File: src/rtl/maindec_mc.sv
// Multicycle LEGv8 main control: sequences fetch/decode/execute/memory/write-back,
// with memory-ready stalls, optional CBNZ, sticky illegal-opcode trap and retire counter.
module maindec_mc #(
    parameter bit          EN_CBNZ = 1'b1,
    parameter int unsigned CNT_W   = 16
) (
    input  logic             clk,
    input  logic             reset,
    input  logic [10:0]      Op,
    input  logic             mem_ready,
    output logic             Reg2Loc,
    output logic             ALUSrcA,
    output logic [1:0]       ALUSrcB,
    output logic [1:0]       ALUOp,
    output logic             MemtoReg,
    output logic             RegWrite,
    output logic             MemRead,
    output logic             MemWrite,
    output logic             IorD,
    output logic             IRWrite,
    output logic             PCWrite,
    output logic             PCWriteCond,
    output logic             BranchNZ,
    output logic             illegal,
    output logic [3:0]       state,
    output logic [CNT_W-1:0] retired
);

    typedef enum logic [3:0] {
        StFetch    = 4'd0,
        StDecode   = 4'd1,
        StMemAdr   = 4'd2,
        StMemRead  = 4'd3,
        StMemWb    = 4'd4,
        StMemWrite = 4'd5,
        StExecute  = 4'd6,
        StAluWb    = 4'd7,
        StBranch   = 4'd8,
        StIllegal  = 4'd15
    } state_e;

    state_e           state_q, state_d;
    logic [CNT_W-1:0] retired_q;
    logic             illegal_q;
    logic             retire;

    logic is_ldur, is_stur, is_cbz, is_cbnz_raw, is_cbnz, is_rtype;

    assign is_ldur     = (Op == 11'b11111000010);
    assign is_stur     = (Op == 11'b11111000000);
    assign is_cbz      = (Op[10:3] == 8'b10110100);
    assign is_cbnz_raw = (Op[10:3] == 8'b10110101);
    assign is_cbnz     = is_cbnz_raw && EN_CBNZ;
    assign is_rtype    = (Op == 11'b10001011000) || (Op == 11'b11001011000) ||
                         (Op == 11'b10001010000) || (Op == 11'b10101010000);

    always_ff @(posedge clk) begin
        if (reset) begin
            state_q   <= StFetch;
            retired_q <= '0;
            illegal_q <= 1'b0;
        end else begin
            state_q <= state_d;
            if (retire) begin
                retired_q <= retired_q + CNT_W'(1);
            end
            if (state_d == StIllegal) begin
                illegal_q <= 1'b1;
            end
        end
    end

    always_comb begin
        state_d     = state_q;
        retire      = 1'b0;
        Reg2Loc     = 1'b0;
        ALUSrcA     = 1'b0;
        ALUSrcB     = 2'b00;
        ALUOp       = 2'b00;
        MemtoReg    = 1'b0;
        RegWrite    = 1'b0;
        MemRead     = 1'b0;
        MemWrite    = 1'b0;
        IorD        = 1'b0;
        IRWrite     = 1'b0;
        PCWrite     = 1'b0;
        PCWriteCond = 1'b0;
        BranchNZ    = 1'b0;

        case (state_q)
            StFetch: begin
                MemRead = 1'b1;
                ALUSrcB = 2'b01;
                IRWrite = mem_ready;
                PCWrite = mem_ready;
                if (mem_ready) state_d = StDecode;
            end
            StDecode: begin
                // Branch target PC + (imm << 2) is computed speculatively here.
                ALUSrcB = 2'b11;
                Reg2Loc = is_stur || is_cbz || is_cbnz_raw;
                if (is_ldur || is_stur)     state_d = StMemAdr;
                else if (is_rtype)          state_d = StExecute;
                else if (is_cbz || is_cbnz) state_d = StBranch;
                else                        state_d = StIllegal;
            end
            StMemAdr: begin
                ALUSrcA = 1'b1;
                ALUSrcB = 2'b10;
                Reg2Loc = is_stur;
                state_d = is_ldur ? StMemRead : StMemWrite;
            end
            StMemRead: begin
                MemRead = 1'b1;
                IorD    = 1'b1;
                if (mem_ready) state_d = StMemWb;
            end
            StMemWb: begin
                RegWrite = 1'b1;
                MemtoReg = 1'b1;
                retire   = 1'b1;
                state_d  = StFetch;
            end
            StMemWrite: begin
                MemWrite = 1'b1;
                IorD     = 1'b1;
                Reg2Loc  = 1'b1;
                if (mem_ready) begin
                    retire  = 1'b1;
                    state_d = StFetch;
                end
            end
            StExecute: begin
                ALUSrcA = 1'b1;
                ALUOp   = 2'b10;
                state_d = StAluWb;
            end
            StAluWb: begin
                RegWrite = 1'b1;
                retire   = 1'b1;
                state_d  = StFetch;
            end
            StBranch: begin
                ALUSrcA     = 1'b1;
                ALUOp       = 2'b01;
                Reg2Loc     = 1'b1;
                PCWriteCond = 1'b1;
                BranchNZ    = is_cbnz;
                retire      = 1'b1;
                state_d     = StFetch;
            end
            StIllegal: begin
                state_d = StIllegal;
            end
            default: begin
                state_d = StIllegal;
            end
        endcase
    end

    assign state   = state_q;
    assign retired = retired_q;
    assign illegal = illegal_q;

endmodule
File: config.mk
export PLATFORM = sky130hd
export DESIGN_NAME = maindec_mc
export DESIGN_NICKNAME = d
export VERILOG_FILES = /design/src/rtl/maindec_mc.sv
export SDC_FILE = /design/constraint.sdc
export NUM_CORES = 1
export LEC_CHECK = 0
export ABC_AREA = 1
export CAP_MARGIN = 20
export CORE_MARGIN = 4
export CORE_UTILIZATION = 41
export DETAILED_ROUTE_END_ITERATION = 12
export HOLD_SLACK_MARGIN = 0.06
export PLACE_DENSITY = 0.81
export SKIP_LAST_GASP = 1
export SLEW_MARGIN = 20
export SYNTH_ARGS = -nofsm -noshare
export SYNTH_HDL_FRONTEND = slang
export SYNTH_SLANG_ARGS = --single-unit
File: constraint.sdc
create_clock -name clk -period 1.44 [get_ports clk]
set_input_delay 0.432 -clock clk [delete_from_list [all_inputs] [get_ports clk]]
set_output_delay 0.432 -clock clk [all_outputs]
set_load 0.02 [all_outputs]
-- Word level (Yosys, flattened, before mapping)
Cells that the tools add are included.
- logic and storage cells: 57
- output and inout bits: 36
- flip-flop bits (word level): 21
- input bits: 14
- reduce and logical (&&, ||, !) cells: 14
- add/subtract/negate cells: 1
- equal/unequal tests: 17
- mux-type cells: 22
- operators by type and width (kind ; number):
    $eq 11x11->1 const B ; 6
    $pmux 4 s7 ; 1
    $mux 4 ; 5
    $add 16x1->16 const B ; 1
    $eq 4x3->1 const B ; 4
    $eq 8x8->1 const B ; 2
    $mux 1 ; 10
    $eq 4x2->1 const B ; 2
    $eq 4x4->1 const B ; 2
    $reduce_or 2->1 ; 4
    $logic_or 1x1->1 ; 7
    $mux 3 ; 2
    $pmux 2 s3 ; 1
    $reduce_or 3->1 ; 2
    $eq 4x1->1 const B ; 1
    $logic_not 4->1 ; 1
    $pmux 2 s2 ; 1
    $pmux 1 s3 ; 1
    $pmux 1 s2 ; 1

-- Depth between registers and ports, before layout
- depth after elaboration: 8
- depth in mapped cells: 10
- gate-level depth less buffers: 9

-- Least setup slack after synthesis
OpenSTA, ideal clock, no wires.
- path type: flip-flop to output port
- start: register state_q[1], in the netlist state[1]
- end: output Reg2Loc
- data required time: 1008 ps
- setup slack: -386 ps
- data arrival time: 1394 ps
- cell stages (with the launch flop): 8
- buffers on the path: 1
- cell sequence: dfxtp_1 -> buf_4 -> nor2_2 -> inv_2 -> nand2_1 -> nor2_1 -> nand2_1 -> nand3_1
- longest elaborated chain between the ends: 3
- elaborated cells between the ends (all ways): 6
- classes of those cells: 4 x eq/ne; 1 x mux; 1 x reduce/logical
- ends and longest elaborated chain (element ; line ; RTL):
    start, declared ; 42 ; state_e state_q, state_d;
    start signal, assigned ; 59 ; state_q <= StFetch;
    start signal, assigned ; 63 ; state_q <= state_d;
    $eq 4x3->1 or $eq 4x4->1 (tied branches) ; 90 ; case (state_q)
    $reduce_or 2->1 (no line) ; -- ;
    $pmux 1 s3 (*) ; 90 ;
    end, declared ; 11 ; output logic Reg2Loc,
Mark *: on every way between the ends. The rest lies on a longest branch, timed or not.

-- Worst setup path after layout
- start: register state_q[3], in the netlist state[3]
- end: output Reg2Loc
Same word-level chain as after synthesis.

==> impl_results.md <==
* Layout Nets at 391
* Post-DRT Antenna Nets at 0
* Fmax at 0.501 GHz
* Worst skew pair latency at 0.31 ns
* Site row count at 21
* ANT cells at 0
* Worst Setup Slack, final at -0.554 ns
* P_leak at 1.37 nW
* Initial Utilization at 43.5%
* Pin count of the biggest net entering global routing at 13
* Final hold slack at approximately 0.48 ns
* Worst-Margin Slew at 0.478 ns
* I/O pin total at 50
* Final cell count without fillers at 421
* Core Util, Final at 84.7%
* M1 GR Usage at 27.3%
* Routed wire per std cell at roughly 16 µm
* Cell Area, Synth at roughly 1500 µm²
* Cell Pwr Density at 1540 nW/µm²
* Unrepaired setup endpoints after global routing: true
* Hpwl dp at 3.85 mm
* Setup Viol. Count Final at 39
* Worst setup SP type: register
* Status: finished with violations
* Crit path DAT at 1.56 ns
* GR peak layer: met2
* Drt drc at 0
* Setup CP Type: reg2out
* Failing checks: negative setup slack
* Hold_buf cts at 0
* Full die area at around 4700 µm²
* Synth top area cells: dfxtp_1 28%, nand2_1 21%, nand3_1 8.4%
* Die height at 68.2 µm
* All-Layer GR Usage at 27.3%
* Synth warnings at 0
* Initial antenna violation count at 0
* Maxcap violations at 0
* Max IR drop VDD at 0.000711 V
* DRT iter0 DRCs at around 140
* Vias in the first global route at 2206
* Synthesized flop and latch total at 21
* Met2 Track Usage GR at a little over half
* CTS tree: built
* Syn nets at between 200 and 300
* Placed instance count at 390
* TritonRoute pass-1 iters at 4
* Htree depth at 1
* Synth cell types at 25
* Root Buffer: clkbuf_4
* Hold WC Path Type: reg2reg
* Slew headroom at 67.9%
* Width of the die at 68.2 µm
* Worst Setup End Kind: primary output
* Met3 capacity usage during global routing at 4.60%
* Routed via count at between 2000 and 2500
* Syn avg cell area at 5.81 µm²
* Minimum clock period at 1.99 ns
* Port Buf Inserts at slightly below 50
* Share of cells above drive strength 1 at about half
* Clock Sinks at 21
* Tcrit/Tclk final at 138%
* Max-slew violation count at 0
* Hold Vio Cnt, Final at 0
* Area leader, netlist: dfxtp_1
* CP required at between 1 and 1.5 ns
* Setup Skew at 0.00322 ns
* Share of the synthesized area in the top cell type at about 28%
* Cells after synthesis at 256
* RD Place Congestion at 0.847
* Max Root-Sink Buffers at 2
* Seq/Total Area, Yosys at around 28%
* Clock slew at reported path FFs at 0.13 ns
* First-pass GRT wire length at 9.64 mm
* Sum of negative setup slack at -11.09 ns
* Core area at roughly 3400 µm²
* CP max FO at 5
* Final WL at around 6.7 mm
* Synthesis-to-layout area growth at 94.6%
* Total grt overflow at 0
* TritonCTS Buffers at 3
* Via/cell ratio at 5.29
==> worst paths after layout <==
path / to / from / depth (start not counted) / slack, ns
worst min-delay path: retired[0] / retired[0] / 1 / 0.48
worst max register to register: state[0] / state[3] / 13 / -0.42
worst min register to register: retired[0] / retired[0] / 1 / 0.48
worst max-delay path: Reg2Loc / state[3] / 8 / -0.55
==> kinds of logic (layout without fill, tap and decap cells) <==
| kind of cell | after synthesis | count (layout) | synth area share (%) |
|---|---|---|---|
| AO/OA/AOI/OAI | 21 | 21 | 7.24 |
| flip-flops | 21 | 21 | 28.3 |
| buffers and inverters | 43 | 162 | 12.6 |
| XOR/XNOR | 6 | 6 | 3.54 |
| adder cells (fa/ha/maj) | 1 | 1 | 0.842 |
| AND/OR/NAND/NOR | 164 | 164 | 47.5 |
==> timing repair <==
action	4_1_cts	5_1_grt
setup endpoints to repair	56	56
hold endpoints to repair	0	0
setup buffers	19	9
gates resized for setup	164	84
gates cloned	1	0
pin swaps	14	12
==> power by group <==
group | switching [mW] | internal (mW)
logic | 1.79 | 1.56
clock network | 0.198 | 0.104
registers | 0.108 | 0.679
==> worst max-delay path: stages, from the launching register on <==
cell     delay [ns]
dfxtp_4        0.38
nor2_4         0.11
inv_2          0.06
nor3_4         0.22
nand3_1        0.11
nand2_1        0.11
nand2_1        0.07
nand3_2        0.07
buf_6          0.11
==> registers in the layout, summed over array words and instances, names as in the netlist <==
signal and count:
retired 16, state 4, illegal 1
==> cells in the mapped netlist, drive strengths merged <==
master and count:
nand2 83, inv 35, nor2 33, nand3 26, dfxtp 21, a21oi 18, nor3 13, buf 7
nand4 6, xor2 5, o21ai 2, and2 1, and3 1, clkbuf 1, ha 1, nand3b 1
o21bai 1, xnor2 1
==> through the flow <==
stage	power, mW	setup slack [ns]	area, µm²
2_1_floorplan	2.11	-0.0492	1580
3_3_place_gp	3.06	-1.04	2430
3_5_place_dp	3.09	-1.15	2430
4_1_cts	3.84	-0.473	2690
5_1_grt	4.65	-0.684	2890
6_report	4.45	-0.554	2890
==> cell usage in the layout (no fill, tap or decap), types with 4 or more instances in the layout <==
master,netlist,routed
nand2_1,83,68
nor3_1,11,6
inv_2,3,7
clkdlybuf4s50_1,0,5
inv_1,32,23
dfxtp_4,0,4
nor3_4,0,5
nand2_2,0,8
nor2_1,32,22
xor2_1,5,5
nor2_4,0,8
buf_4,5,62
clkbuf_2,0,11
nand2_4,0,7
a21oi_2,0,10
dfxtp_1,21,14
inv_4,0,5
nand3_2,1,5
a21oi_1,18,8
buf_6,1,30
nand3_1,25,19
nand4_1,6,6
dlygate4sd2_1,0,7
==> per-layer routing <==
layer  part of all wire, %  wire length [µm]  vias to the layer above
li1                      -                 -                     1046
met4                   5.7               382                        0
met5                     0                 0                        -
met2                    55              3660                      101
met1                    35              2370                     1045
met3                   4.4               294                       36
==> final cells by class <==
class                           count  area (µm²)
Multi-Input combinational cell    192        1160
Timing Repair Buffer              123        1070
Fill cell                         192         523
Sequential cell                    21         439
Inverter                           35         144
Tap cell                           46        57.6
Clock buffer                        3        22.5
Clock inverter                      1        5.00
(Power assumes the default switching activity.)
